`config.mk`:
```
export PLATFORM = sky130hd
export DESIGN_NAME = ex_stage_fwd
export DESIGN_NICKNAME = d
export VERILOG_FILES = /design/src/rtl/ex_stage_fwd.sv
export SDC_FILE = /design/constraint.sdc
export NUM_CORES = 1
export LEC_CHECK = 0
export CAP_MARGIN = 20
export CELL_PAD_IN_SITES_DETAIL_PLACEMENT = 2
export CELL_PAD_IN_SITES_GLOBAL_PLACEMENT = 2
export CORE_ASPECT_RATIO = 1.25
export CORE_MARGIN = 10
export CORE_UTILIZATION = 36
export DETAILED_ROUTE_END_ITERATION = 7
export PLACE_DENSITY_LB_ADDON = 0.1
export SLEW_MARGIN = 30
export SYNTH_ARGS = -nofsm -noshare
export SYNTH_HDL_FRONTEND = slang
export SYNTH_SLANG_ARGS = --single-unit
```
`constraint.sdc`:
```
create_clock -name clk -period 13.6 [get_ports clk]
set_input_delay 2.72 -clock clk [delete_from_list [all_inputs] [get_ports clk]]
set_output_delay 2.72 -clock clk [all_outputs]
set_load 0.02 [all_outputs]
```
`src/rtl/ex_stage_fwd.sv`:
```
// Execute stage with EX/MEM register: operand forwarding, load-use stall and
// an iterative shift-add multiplier that freezes the front end while busy.
module ex_stage_fwd #(
    parameter int DW = 16,
    parameter int RW = 4
) (
    input  logic          clk,
    input  logic          rst,
    input  logic          valid_i,
    input  logic          flush_i,
    input  logic [3:0]    aluop_i,
    input  logic [DW-1:0] src1_i,
    input  logic [DW-1:0] src2_i,
    input  logic [RW-1:0] regsrc1_i,
    input  logic [RW-1:0] regsrc2_i,
    input  logic [RW-1:0] regdst_i,
    input  logic          regwrite_i,
    input  logic          memread_i,
    input  logic [RW-1:0] wbregdst_i,
    input  logic          wbregwrite_i,
    input  logic [DW-1:0] wbregdata_i,
    output logic          stall_o,
    output logic          exmem_valid_o,
    output logic [DW-1:0] exmem_res_o,
    output logic [RW-1:0] exmem_regdst_o,
    output logic          exmem_regwrite_o,
    output logic          exmem_memread_o
);
    localparam int SW = $clog2(DW);
    localparam int CW = $clog2(DW + 1);
    localparam logic [RW-1:0] NOREG    = '1;
    localparam logic [3:0]    OP_MUL   = 4'd9;
    localparam logic [CW-1:0] CNT_INIT = CW'(DW);
    localparam logic [CW-1:0] CNT_LAST = CW'(1);

    typedef enum logic {IDLE, BUSY} state_t;

    state_t        state_q, state_d;
    logic [CW-1:0] cnt_q, cnt_d;
    logic [DW-1:0] mcand_q, mcand_d, mplier_q, mplier_d, acc_q, acc_d;
    logic [RW-1:0] mdst_q, mdst_d;
    logic          mwr_q, mwr_d;
    logic          exmem_valid_q, exmem_valid_d;
    logic [DW-1:0] exmem_res_q, exmem_res_d;
    logic [RW-1:0] exmem_regdst_q, exmem_regdst_d;
    logic          exmem_regwrite_q, exmem_regwrite_d;
    logic          exmem_memread_q, exmem_memread_d;

    logic [DW-1:0] op_a, op_b, alu_res, acc_step;
    logic [SW-1:0] shamt;
    logic          load_use, start;

    // EX/MEM only forwards ALU results; a load's value is not known until MEM/WB.
    function automatic logic [DW-1:0] fwd(
        input logic [RW-1:0] rs, input logic [DW-1:0] raw,
        input logic ex_ok, input logic [RW-1:0] ex_dst, input logic [DW-1:0] ex_res,
        input logic wb_wr, input logic [RW-1:0] wb_dst, input logic [DW-1:0] wb_data);
        if (rs == NOREG)                  return raw;
        else if (ex_ok && ex_dst == rs)   return ex_res;
        else if (wb_wr && wb_dst == rs)   return wb_data;
        else                              return raw;
    endfunction

    always_comb begin
        op_a = fwd(regsrc1_i, src1_i,
                   exmem_valid_q && exmem_regwrite_q && !exmem_memread_q,
                   exmem_regdst_q, exmem_res_q, wbregwrite_i, wbregdst_i, wbregdata_i);
        op_b = fwd(regsrc2_i, src2_i,
                   exmem_valid_q && exmem_regwrite_q && !exmem_memread_q,
                   exmem_regdst_q, exmem_res_q, wbregwrite_i, wbregdst_i, wbregdata_i);
        shamt = op_b[SW-1:0];
        load_use = valid_i && exmem_valid_q && exmem_memread_q && exmem_regwrite_q &&
                   ((regsrc1_i != NOREG && regsrc1_i == exmem_regdst_q) ||
                    (regsrc2_i != NOREG && regsrc2_i == exmem_regdst_q));
        start    = valid_i && (aluop_i == OP_MUL) && !load_use && !flush_i;
        acc_step = acc_q + (mplier_q[0] ? mcand_q : '0);
    end

    always_comb begin
        alu_res = '0;
        case (aluop_i)
            4'd0:    alu_res = op_a + op_b;
            4'd1:    alu_res = op_a - op_b;
            4'd2:    alu_res = op_a & op_b;
            4'd3:    alu_res = op_a | op_b;
            4'd4:    alu_res = op_a ^ op_b;
            4'd5:    alu_res = op_a << shamt;
            4'd6:    alu_res = op_a >> shamt;
            4'd7:    alu_res = $signed(op_a) >>> shamt;
            4'd8:    alu_res = {{(DW-1){1'b0}}, ($signed(op_a) < $signed(op_b))};
            4'd10:   alu_res = op_b;
            default: alu_res = '0;
        endcase
    end

    always_ff @(posedge clk) begin
        if (rst) begin
            state_q          <= IDLE;
            cnt_q            <= '0;
            mcand_q          <= '0;
            mplier_q         <= '0;
            acc_q            <= '0;
            mdst_q           <= '0;
            mwr_q            <= 1'b0;
            exmem_valid_q    <= 1'b0;
            exmem_res_q      <= '0;
            exmem_regdst_q   <= '0;
            exmem_regwrite_q <= 1'b0;
            exmem_memread_q  <= 1'b0;
        end else begin
            state_q          <= state_d;
            cnt_q            <= cnt_d;
            mcand_q          <= mcand_d;
            mplier_q         <= mplier_d;
            acc_q            <= acc_d;
            mdst_q           <= mdst_d;
            mwr_q            <= mwr_d;
            exmem_valid_q    <= exmem_valid_d;
            exmem_res_q      <= exmem_res_d;
            exmem_regdst_q   <= exmem_regdst_d;
            exmem_regwrite_q <= exmem_regwrite_d;
            exmem_memread_q  <= exmem_memread_d;
        end
    end

    always_comb begin
        state_d  = state_q;
        cnt_d    = cnt_q;
        mcand_d  = mcand_q;
        mplier_d = mplier_q;
        acc_d    = acc_q;
        mdst_d   = mdst_q;
        mwr_d    = mwr_q;
        case (state_q)
            IDLE: if (start) begin
                state_d  = BUSY;
                cnt_d    = CNT_INIT;
                mcand_d  = op_a;
                mplier_d = op_b;
                acc_d    = '0;
                mdst_d   = regdst_i;
                mwr_d    = regwrite_i;
            end
            BUSY: if (flush_i) begin
                state_d = IDLE;
                cnt_d   = '0;
            end else begin
                acc_d    = acc_step;
                mcand_d  = mcand_q << 1;
                mplier_d = mplier_q >> 1;
                cnt_d    = cnt_q - CNT_LAST;
                if (cnt_q == CNT_LAST) state_d = IDLE;
            end
            default: state_d = IDLE;
        endcase
    end

    // Anything not explicitly producing a result is a bubble with all fields zero.
    always_comb begin
        stall_o          = 1'b0;
        exmem_valid_d    = 1'b0;
        exmem_res_d      = '0;
        exmem_regdst_d   = '0;
        exmem_regwrite_d = 1'b0;
        exmem_memread_d  = 1'b0;
        case (state_q)
            IDLE: if (!flush_i) begin
                if (load_use || start) begin
                    stall_o = 1'b1;
                end else if (valid_i) begin
                    exmem_valid_d    = 1'b1;
                    exmem_res_d      = alu_res;
                    exmem_regdst_d   = regdst_i;
                    exmem_regwrite_d = regwrite_i;
                    exmem_memread_d  = memread_i;
                end
            end
            BUSY: if (!flush_i) begin
                if (cnt_q == CNT_LAST) begin
                    exmem_valid_d    = 1'b1;
                    exmem_res_d      = acc_step;
                    exmem_regdst_d   = mdst_q;
                    exmem_regwrite_d = mwr_q;
                end else begin
                    stall_o = 1'b1;
                end
            end
            default: stall_o = 1'b0;
        endcase
        if (rst) stall_o = 1'b0;
    end

    assign exmem_valid_o    = exmem_valid_q;
    assign exmem_res_o      = exmem_res_q;
    assign exmem_regdst_o   = exmem_regdst_q;
    assign exmem_regwrite_o = exmem_regwrite_q;
    assign exmem_memread_o  = exmem_memread_q;
endmodule

```
# --- Yosys cells after proc, flatten, opt, wreduce, memory -nomap -nowiden ---
# Index checks and enable logic that the tools add are counted.
op_classes:
  shift: 3
  muxes: 52
  n_lt_le_gt_ge: 1
  n_addsub: 4
  reduce_logical: 24
  n_bitwise: 5
  eq_ne: 23
ops:
  columns: ["op", "count"]
  rows:
  - ["2-to-1 mux 16 bit", 18]
  - ["case mux 16 bit (10 select lines)", 1]
  - ["case mux 16 bit (2 select lines)", 4]
  - ["adder 16 bit", 2]
  - ["== test 4 bit", 6]
  - ["== test 4 bit, second input constant", 5]
  - ["2-to-1 mux 4 bit", 5]
  - ["AND 16 bit", 1]
  - ["== test 4 x 3 -> 1 bit, second input constant", 4]
  - ["less-than comparator 16 bit", 1]
  - ["2-to-1 mux 1 bit", 16]
  - ["OR 16 bit", 1]
  - ["left shift 16 x 4 -> 16 bit", 1]
  - [">> shifter 16 x 4 -> 16 bit", 1]
  - [">>> shifter 16 x 4 -> 16 bit", 1]
  - ["subtractor 16 bit", 1]
  - ["bitwise XOR 16 bit", 1]
  - ["logical AND 1 bit", 15]
  - ["2-to-1 mux 5 bit", 2]
  - ["case mux 5 bit (2 select lines)", 1]
  - ["== test 4 x 2 -> 1 bit, second input constant", 2]
  - ["inequality test 4 bit, second input constant", 2]
  - ["case mux 1 bit (2 select lines)", 4]
  - ["case mux 4 bit (2 select lines)", 1]
  - ["10 further kinds", 16]
totals:
  ff_bits: 82
  word_cells: 124
  output_inout_bits: 24

# --- Depth between registers and ports, before layout ---
# Gate-level depths: netlist of the first run.
depth:
  ltp_word: 12
  depth_mapped: 20
  ltp_nobuf: 18

# --- Worst setup path before layout of the first run ---
# No wires, ideal clock.
synth_path:
  path_kind: "input port to output port"
  start: "input port regsrc1_i[1]"
  end: "output port stall_o"
  arrival_time_ns: 4.961
  path_buffers: 0
  setup_slack_ns: 5.919
  cell_stages: 6
  path_cell_list: "xor2_1 nor4_4 a22oi_1 o21bai_1 nor2_1 a2111oi_0"
synth_via:
  elab_chain_len: 12
  elab_cells_between_ends: 13
  classes_between: "2 x eq/ne; 4 x mux; 7 x reduce/logical"
synth_rtl:
  columns: ["element", "line_no", "text"]
  rows:
  - ["start: declaration", "14", "input logic [RW-1:0] regsrc1_i,"]
  - ["inequality test 4 bit / == test 4 bit (equally long branches)", "73", "((regsrc1_i != NOREG && regsrc1_i == exmem_regdst_q) ||"]
  - ["logical AND 1 bit (*)", "73", null]
  - ["logical OR 1 bit (*)", "73", null]
  - ["logical AND 1 bit (*)", "72", "load_use = valid_i && exmem_valid_q && exmem_memread_q && exmem_regwrite_q &&"]
  - ["zero test 1 bit", "75", "start = valid_i && (aluop_i == OP_MUL) && !load_use && !flush_i;"]
  - ["logical AND 1 bit (2 in a row)", "75", null]
  - ["logical OR 1 bit (*)", "168", "if (load_use || start) begin"]
  - ["2-to-1 mux 1 bit (*)", "168", null]
  - ["2-to-1 mux 1 bit (*)", "167", "IDLE: if (!flush_i) begin"]
  - ["case mux 1 bit (2 select lines) (*)", "166", "case (state_q)"]
  - ["2-to-1 mux 1 bit (*)", "190", "if (rst) stall_o = 1'b0;"]
  - ["end: declaration", "22", "output logic stall_o,"]
# Mark *: on every way between the ends. The rest lies on a longest branch, timed or not.

# --- Worst setup path after layout of the first run ---
layout_path:
  start: "input port aluop_i[0]"
  end: "output port stall_o"
layout_via:
  elab_chain_len: 9
layout_rtl:
  columns: ["element", "line_no", "text"]
  rows:
  - ["start: declaration", "11", "input logic [3:0] aluop_i,"]
  - ["== test 4 bit", "75", null]
  - ["logical AND 1 bit (3 in a row)", "75", null]
  - ["logical OR 1 bit", "168", null]
  - ["2-to-1 mux 1 bit", "168", null]
  - ["2-to-1 mux 1 bit", "167", null]
  - ["case mux 1 bit (2 select lines)", "166", null]
  - ["2-to-1 mux 1 bit", "190", null]
# Every way passes these cells.

==> results of run 1 <==
## cell usage in the layout, fill, tap and decap left out, types with 14 or more instances in the layout
| cell | Yosys | layout |
|---|---|---|
| o21ai_0 | 61 | 60 |
| ha_1 | 68 | 68 |
| a211oi_1 | 29 | 29 |
| clkdlybuf4s50_1 | 0 | 97 |
| o211ai_1 | 23 | 23 |
| or3_1 | 14 | 14 |
| a21oi_1 | 101 | 101 |
| dfxtp_1 | 82 | 81 |
| a21o_1 | 18 | 18 |
| mux2i_1 | 14 | 14 |
| and2_1 | 22 | 22 |
| nor3_1 | 67 | 66 |
| a22oi_1 | 26 | 26 |
| buf_4 | 1 | 38 |
| nand2b_1 | 14 | 14 |
| nor2_1 | 144 | 142 |
| nand2_1 | 121 | 120 |
| xnor2_1 | 17 | 17 |
| a221oi_1 | 17 | 17 |
| nand3_1 | 28 | 28 |
| nand3b_1 | 21 | 21 |
| inv_1 | 48 | 48 |
## kinds of logic after synthesis
logic type / after synthesis / synth area share (%)
buffers and inverters: 132 / 6.03
adder cells (fa/ha/maj): 71 / 10.2
XOR/XNOR: 30 / 2.95
flip-flops: 82 / 18.4
multiplexers: 18 / 2.08
AO/OA/AOI/OAI: 419 / 33.7
AND/OR/NAND/NOR: 487 / 26.5
## how the worst max path moves through the flow
stage,from,to,cells past startpoint
6_report,aluop_i[0],stall_o,8
5_1_grt,aluop_i[0],stall_o,8
3_3_place_gp,aluop_i[0],stall_o,8
4_1_cts,aluop_i[0],stall_o,8
2_1_floorplan,regsrc1_i[1],stall_o,6
3_5_place_dp,regsrc2_i[1],exmem_res_o[15]$_SDFF_PP0_,19
## layout make-up
| cell class | count | area [um^2] | share of cell area [%] |
|---|---|---|---|
| Sequential cell | 82 | 1640 | 15.5 |
| Clock buffer | 11 | 253 | 2.39 |
| Clock inverter | 5 | 61.3 | 0.580 |
| Multi-Input combinational cell | 1025 | 6750 | 63.8 |
| Timing Repair Buffer | 136 | 1260 | 11.9 |
| Inverter | 53 | 199 | 1.88 |
| Tap cell | 330 | 413 | 3.90 |
## power groups by stage
stage | clock, mW | sequential (mW) | combinational (mW)
after CTS | 0.270 | 0.247 | 0.292
after global placement | 0 | 0.253 | 0.285
after global routing | 0.277 | 0.248 | 0.317
after detailed placement | 0 | 0.253 | 0.290
final | 0.265 | 0.247 | 0.298
after floorplan | 0 | 0.254 | 0.168
## critical path: stages
cell and delay, ns:
clkdlybuf4s50_1 0.83, nand2b_1 0.21, nor3_1 0.65, o21bai_1 0.23, nor2_1 0.05, a2111oi_0 0.43, buf_4 0.20, clkdlybuf4s50_1 0.60
## registers in the layout (all words and copies together), names as in the netlist
register	cells
exmem_res_o	16
exmem_regwrite_o	1
state_q	1
mdst_q	4
acc_q	16
exmem_memread_o	1
mcand_q	16
cnt_q	5
exmem_regdst_o	4
mplier_q	16
exmem_valid_o	1
mwr_q	1
## metrics by stage
step / total power, mW / area (um^2)
final: 0.811 / 10600
after global placement: 0.538 / 10300
after detailed placement: 0.543 / 10300
after global routing: 0.842 / 10600
after floorplan: 0.421 / 8900
after CTS: 0.809 / 10600
## Yosys cell counts (all sizes together) (19+ instances only)
master    n  area (um^2)
inv      53          199
ha       68          851
and2     22          138
o211ai   24          185
nand3b   21          158
o221ai   21          228
a221oi   19          179
nor2    144          541
a21oi   102          514
clkbuf   53          199
nor3     70          372
a211oi   30          230
nand2   121          454
nand3    28          140
o21ai    66          338
a22oi    26          195
dfxtp    82         1640
buf      26          139
## layer usage
metal	wire length, um	global-route usage (%)	part of all wire, %
met4	3000	17.2	6.4
met1	18700	33.4	40
met2	23400	50.5	50
met3	1910	2.95	4.1
met5	0	0	0
==> run_results.csv, run 1 <==
group,metric,value,unit
status,status,"complete, no violations",
die,die_x,161,um
power,peakVddDrop,0.0743,mV
clock_network,ctsResizeCount,0,
yosys,synthCells,1239,
timing,max_slew.worst_pin.slew,1.13,ns
worst_hold_path,hold_end,"mplier_q[14]$_SDFFE_PP0P_",
yosys,avgSynthCellArea,7.18,um^2
timing,final-setup-viol-count,0,
global_routing,antenna_found_initial,0,
clock_network,clock_latency,0.36,ns
timing,rsz0062_at_grt,"false",
setup_path,end_kind,"output port",
clock_network,cts_tree,"done",
setup_path,reg2reg_slack,7.63,ns
worst_hold_path,worstHoldStart,"mplier_q[14]$_SDFFE_PP0P_",
clock_network,cts_hold_buf,0,
global_routing,track_usage,28.9,%
power,powerDensity,76.7,nW/um^2
routing,drt_iter0_drc,660,
global_routing,grt_pass1_vias,11100,
final_layout,syn_to_final_growth,18.8,%
final_layout,diodes,0,
place,dp_hpwl,36800,um
timing,slew_viol_final,0,
job,max_cap_violations,0,
routing,detail_route.vias_per_cell,6.39,
routing,antenna_left,0,
die,core,24400,um^2
timing,relSlewSlack,24.1,%
clock_network,postCtsSetupRepairBufs,0,
power,combPwrFrac,36.8,%
power,swShare,38.0,%
die,die_h,196,um
timing,tns,0,ns
routing,num_vias,10500,
place,routabilityCongestion,1.03,
clock_network,htreeDepth,3,
final_layout,fillCellCount,2923,
timing,worst_slack,4.95,ns
timing,holdWs,0.458,ns
setup_path,r2r_cells,18,
final_layout,utilization,43.3,%
timing,skew,0.0134,ns
setup_path,start_kind,"input pin",
die,num_rows,64,
global_routing,grt_max_degree,69,
power,power_frac_seq,30.5,%
worst_hold_path,hold_class,"reg -> reg",
die,die_area,31400,um^2
clock_network,cts_buffers,9,
routing,drc,0,
routing,wl_per_cell,28.6,um
power,p_sw,0.308,mW
yosys,ys_seq_area_share,18.4,%
routing,drt_pass1_iterations,5,
timing,max_freq,116,MHz
final_layout,layout.nets,1453,
timing,finalWorstPathRequiredPeriod,8.65,ns
final_layout,final_cells,1642,
global_routing,grt_pass1_wl,70900,um
clock_network,cts_root_buffer,"clkbuf_16",
clock_network,clk_pin_slew,0.07,ns
clock_network,clock_sinks,82,
power,p_leak,3.95,nW
setup_path,r2r_start,"exmem_regdst_o[1]$_SDFF_PP0_",
global_routing,grt-ovfl-total,0,
yosys,ys_ff_latch,82,
yosys,syn-num-nets,1385,
yosys,synth_edf_count,0,
timing,layout_worst_path_cycle_share,63.6,%
setup_path,cp.required,10.88,ns
die,initial_utilization,36.4,%
yosys,ys_types,85,
setup_path,path_class,"in -> out",
yosys,async_reset_ff_share,0,%
worst_hold_path,hold-path-cell-count,2,
power,p_int,0.503,mW
setup_path,path_max_fanout,15,
setup_path,critPathArrivalTime,5.93,ns
clock_network,clockBufferDepth,2,
place,post-place-ws,4.91,ns
setup_path,timing.rr.end,"exmem_res_o[15]$_SDFF_PP0_",
die,io_pins,99,
yosys,synthFlopType,"dfxtp_1",
yosys,syn_area,8900,um^2
routing,totalWireLength,47000,um
place,io_buffers,98,
yosys,yosysWarningCount,0,
final_layout,layout-drive-gt1-share,8.77,%
place,dp.cells,1626,
timing,hold_viol,0,
power,clkPwrFrac,32.7,%
No activity file was read; power rests on OpenSTA's default activity.
==> run 2: changes to the inputs <==
CORE_UTILIZATION = 33   (was 36)
clock period = 9.1 ns   (was 13.6 ns; I/O delays follow)
==> run_results.csv, run 2 (synthesized netlist as in run 1, its figures left out) <==
group,metric,value,unit
setup_path,end_kind,"register",
clock_network,cts_tree,"done",
clock_network,cts_buffers,9,
power,p_leak,3.91,nW
timing,hold_viol,0,
clock_network,clock_sinks,82,
timing,max_slew.worst_pin.slew,1.03,ns
clock_network,clk_pin_slew,0.08,ns
routing,wl_per_cell,27.8,um
global_routing,grt_max_degree,64,
timing,tns,0,ns
final_layout,layout-drive-gt1-share,8.29,%
setup_path,critPathArrivalTime,7.84,ns
clock_network,ctsResizeCount,0,
clock_network,cts_hold_buf,0,
global_routing,track_usage,25.9,%
final_layout,fin_area,10600,um^2
status,status,"complete, no violations",
routing,totalWireLength,45800,um
timing,rsz0062_at_grt,"false",
final_layout,final_cell_mix,"nor2_1 (142), nand2_1 (120), a21oi_1 (101)",
die,die_h,204,um
routing,drt_iter0_drc,779,
global_routing,grt_pass1_vias,10900,
die,initial_utilization,33.3,%
clock_network,clock_latency,0.37,ns
setup_path,reg2reg_slack,3.19,ns
setup_path,path_max_fanout,12,
timing,finalWorstPathRequiredPeriod,7.53,ns
setup_path,r2r_start,"exmem_regdst_o[1]$_SDFF_PP0_",
global_routing,grt_pass1_wl,68800,um
die,num_rows,67,
timing,max_freq,133,MHz
clock_network,clockBufferDepth,2,
worst_hold_path,hold-path-cell-count,2,
timing,relSlewSlack,31.0,%
final_layout,seq_area,1640,um^2
power,p_total,1.24,mW
final_layout,mostFrequentLayoutCell,"nor2_1",
die,die_area,34000,um^2
final_layout,layout.nets,1444,
routing,detail_route.vias_per_cell,6.24,
global_routing,grt-ovfl-total,0,
clock_network,postCtsSetupRepairBufs,0,
routing,drc,0,
routing,num_vias,10300,
place,io_buffers,98,
place,placed_cell_area,10200,um^2
power,peakVddDrop,0.0770,mV
clock_network,cts_root_buffer,"clkbuf_16",
setup_path,r2r_cells,16,
setup_path,path_class,"in -> reg",
die,die_x,167,um
worst_hold_path,worstHoldStart,"mplier_q[8]$_SDFFE_PP0P_",
timing,layout_worst_path_cycle_share,82.7,%
clock_network,htreeDepth,3,
routing,drt_pass1_iterations,5,
final_layout,fillCellCount,3127,
final_layout,syn_to_final_growth,18.7,%
place,routabilityCongestion,0.969,
job,max_cap_violations,0,
power,powerDensity,118,nW/um^2
die,core,26700,um^2
routing,antenna_left,0,
timing,final-setup-viol-count,0,
final_layout,multi_input_area,6760,um^2
worst_hold_path,hold_end,"mplier_q[8]$_SDFFE_PP0P_",
timing,slew_viol_final,0,
global_routing,antenna_found_initial,0,
place,dp_hpwl,35900,um
die,io_pins,99,
timing,skew,0.00758,ns
setup_path,cp.required,9.41,ns
worst_hold_path,hold_class,"reg -> reg",
setup_path,timing.rr.end,"exmem_res_o[0]$_SDFF_PP0_",
setup_path,start_kind,"input pin",
run 2: changes by cell type in the layout (fill, tap and decap cells not counted):
cell / before / now
buf_4: 38 / 29
o21ai_1: 4 / 3
bufinv_16: 1 / 2
o41ai_1: 5 / 4
clkinv_2: 1 / 0
inv_8: 0 / 1
nor3_2: 3 / 4
nor3_1: 66 / 65
inv_6: 1 / 2
clkbuf_8: 2 / 0
o21ai_0: 60 / 61
diode_2: 0 / 1
o41ai_2: 0 / 1
run 2: final cells by class:
class | instances | share of cell area [%]
timing repair buffer | 127 | 11.3
multi-input combinational | 1025 | 64.0
antenna | 1 | 0.0237
inverter | 53 | 1.88
tap | 345 | 4.09
clock inverter | 7 | 1.01
clock buffer | 9 | 2.13
sequential | 82 | 15.6
run 2: worst max path at each step:
stage	slack, ns	from	end
finish	1.57	regsrc2_i[1]	exmem_res_o[0]$_SDFF_PP0_
CTS	1.70	regsrc2_i[1]	exmem_res_o[0]$_SDFF_PP0_
global route	1.44	regsrc2_i[1]	exmem_res_o[0]$_SDFF_PP0_
floorplan	2.99	regsrc2_i[1]	exmem_res_o[15]$_SDFF_PP0_
detailed placement	1.32	regsrc2_i[1]	exmem_res_o[0]$_SDFF_PP0_
global placement	1.44	regsrc2_i[1]	exmem_res_o[15]$_SDFF_PP0_
run 2: metrics by stage:
stage	setup WS (ns)	std cells	hold WS (ns)	util, %
detailed placement	1.32	1632	0.451	38.2
global route	1.44	1648	0.492	39.5
floorplan	2.99	1239	0.432	-
CTS	1.70	1648	0.463	39.5
finish	1.57	1649	0.460	39.5
global placement	1.44	1632	0.437	38.2
run 2: report_power, final:
| group | switching, mW | total (mW) | internal (mW) |
|---|---|---|---|
| sequential | 0.00576 | 0.370 | 0.364 |
| combinational | 0.277 | 0.432 | 0.155 |
| clock | 0.193 | 0.439 | 0.246 |
run 2: critical path, stage by stage:
cell and delay, ns:
clkdlybuf4s50_1 0.51, xor2_1 0.21, nor4_4 0.51, and2_1 0.50
a22oi_1 0.16, o21ai_0 0.71, ha_1 0.39, inv_1 0.12
o211ai_1 0.16, and4b_1 0.29, o31ai_1 0.15, o41ai_1 0.59
o21bai_1 0.13, a21oi_1 0.29, o211ai_1 0.17, a2111oi_0 0.85
o31a_1 0.27
run 2: layer usage:
layer / vias up / track usage [%] / routed length [um]
li1: 4722 / - / -
met4: 0 / 12.7 / 2190
met2: 286 / 45.9 / 23200
met3: 84 / 3.39 / 2020
met5: - / 0 / 0
met1: 5206 / 30.1 / 18400
==> RTL edit: new RTL, flow settings as in run 2 <==
`RW`: 4 -> 3.
--- a/src/rtl/ex_stage_fwd.sv
+++ b/src/rtl/ex_stage_fwd.sv
@@ -2,7 +2,7 @@
 // an iterative shift-add multiplier that freezes the front end while busy.
 module ex_stage_fwd #(
     parameter int DW = 16,
-    parameter int RW = 4
+    parameter int RW = 3
 ) (
     input  logic          clk,
     input  logic          rst,
Interface: changed (5 resized); port bits go from 99 to 94. No check against the original RTL was run, so the function may have changed too.
==> RTL edit against run 2 <==
  * Worst setup slack improved by 470 ps
  * Sequential power fell by 2%
  * Area after synthesis increased by 1.2%
  * Register-to-register slack improved by 560 ps
  * Core utilization fell by 0.14 points
  * Final area is essentially flat
  * Highest routed layer unchanged
  * Sequential cell count decreased by 2
  * Critical path type unchanged
  * Power rose by 0.21%
  * Count of clock-buffer cells in the layout up 2
  * Clock skew rose by 4.2 ps
  * Wire length grew 0.69%
==> RTL edit: results (changes against run 2) <==
| Metric | Value |
|---|---|
| Met2 Resource Use GR | 45.0% (-0.95 points) |
| Worst R2R Setup Slack | 3750 ps (+560 ps) |
| Final clock skew | 11.8 ps (+4.21 ps) |
| Pleak | 4.15 nW (+6.0%) |
| CP delay by family, top | compound AO/OA/AOI/OAI gates |
| Clock transition at path regs | ~70 ps |
| Worst path max stage delay | 730 ps (-120 ps) |
| Initial antenna violation count | 1 (+1) |
| Gpl congestion | 0.961 (-0.81%) |
| CTS root buf | clkbuf_16 |
| WL/cell | 28.3 microns (+1.8%) |
| HPWL after DPL | 36000 microns (about the same) |
| Initial DRC count | 593 (-24%) |
| Status | finished, final reports clean |
| Routing usage on met1 | 30.4% (+0.33 points) |
| YS warnings | 0 (unchanged) |
| Largest net degree at the start of global routing | 83 (+30%) |
| PortBufs | 93 (-5.1%) |
| H-tree depth | 3 (unchanged) |
| Hold Startpoint | mplier_q[2] |
| Worst-Margin Slew | 928 ps (-105 ps) |
| Layout cells sized above 1 | 7.16% (-1.1 points) |
| First-pass GRT wire length | 68600 microns (-0.18%) |
| Skew-Pair Late Insertion Delay | 360 ps |
| Setup crit start | regsrc2_i[2] |
| Max-slew violation total from the final report | 0 (unchanged) |
| Num CTS Buffers | 9 (unchanged) |
| Post-synth top flop | dfxtp_1 |
| Fill cells | 3177 (+1.6%) |
| Post-CTS Resized | 0 (unchanged) |
| Internal | 0.755 mW (-1.3%) |
| Tot GR Track Use | 25.8% (-0.13 points) |
| Syn nets | 1371 (-1.0%) |
| Worst path slowest cell | o22a_1 |
| Grt met3 use | 3.16% (-0.23 points) |
| Max VDD drop | 0.129 mV (+68%) |
| # setup viols final | 0 (unchanged) |
| Post-synth ARST share | 0% (unchanged) |
| Vias in the first global route | 10700 (-2.2%) |
| FF-to-FF Start | exmem_regdst_o[2] |
| Worst Path Max Fanout | 18 (+6) |
| Post-CTS Repair Setup Buffers | 0 (unchanged) |
| Post-Place Worst Slack | 1650 ps (+328 ps) |
| Worst Hold Class | reg2reg |
| Sequential fraction of the synthesis area | 17.8% (-0.66 points) |
| Final worst slack | 2050 ps (+475 ps) |
| Max clock buf depth | 2 (unchanged) |
| Area contributors post-synth | dfxtp_1 18%, ha_1 9.4%, mux2i_1 7.4% |
| Drt pass-1 iters | 5 (unchanged) |
| Synth top cells by count | 139 x nor2_1, 117 x nand2_1, 84 x a21oi_1 |
| Total number of vias | 10100 (-2.1%) |
| Number of distinct library cells after synthesis | 84 (-1.2%) |
## RTL edit: cell count changes after synthesis, sizes merged, moves of 15 or more
cell,change
nor4,+15
nor3,-26
mux2i,+55
nand3b,-17
a21oi,-17
## RTL edit: worst paths after layout
kind,end,cells past startpoint
worst min register to register,mplier_q[2],2
worst max register to register,exmem_res_o[14],16
worst max-delay path,exmem_res_o[14],17
worst min-delay path,mplier_q[2],2
## RTL edit: worst reg2reg max path, cell delays in order (launching register included)
cell	delay (ps)
dfxtp_1	340
xnor2_1	340
nand4_4	360
a21oi_4	540
o22a_1	740
inv_2	120
fa_1	470
nor2b_1	130
o21ai_0	100
a21oi_1	240
o31ai_1	130
o41ai_1	520
o31ai_1	200
nor2_1	190
mux2_2	370
o41ai_2	320
a21oi_1	100
## RTL edit: area by class of cell
cell class	instances	area share (%)
clock buffers	11	2.39
flip-flops and latches	80	15.2
inverters	58	2.18
repair buffers	126	11.2
clock inverters	5	0.522
well taps	345	4.09
multi-input cells	1005	64.5
diodes	1	0.0237
## RTL edit: per-layer routing
layer  vias up  part of all wire, %
met5         -                    0
met4         0                  4.9
met3        91                  3.5
met2       252                   50
met1      5143                   41
li1       4593                    -
## RTL edit: logic make-up after synthesis
logic type	share of synthesized area, %
compound gates	28.5
xor+xnor	3.95
flops	17.8
buf+inv	6.81
mux	9.89
simple gates	23.0
fa+ha+maj	10.1
## RTL edit: power by group through the flow
stage          registers, mW  clock network (mW)  logic, mW
2_1_floorplan          0.370                   0      0.293
5_1_grt                0.362               0.416      0.519
3_5_place_dp           0.369                   0      0.475
6_report               0.361               0.397      0.486
3_3_place_gp           0.369                   0      0.465
4_1_cts                0.361               0.405      0.477
## RTL edit: stage by stage
step | util, % | hold WS, ps | instances | cell area, sq um | power [mW]
floorplan | - | 432 | 1229 | 9000 | 0.662
global placement | 38.1 | 441 | 1614 | 10200 | 0.834
detailed placement | 38.2 | 460 | 1614 | 10200 | 0.844
CTS | 39.3 | 469 | 1630 | 10500 | 1.24
global route | 39.3 | 477 | 1630 | 10600 | 1.30
finish | 39.3 | 463 | 1631 | 10600 | 1.24
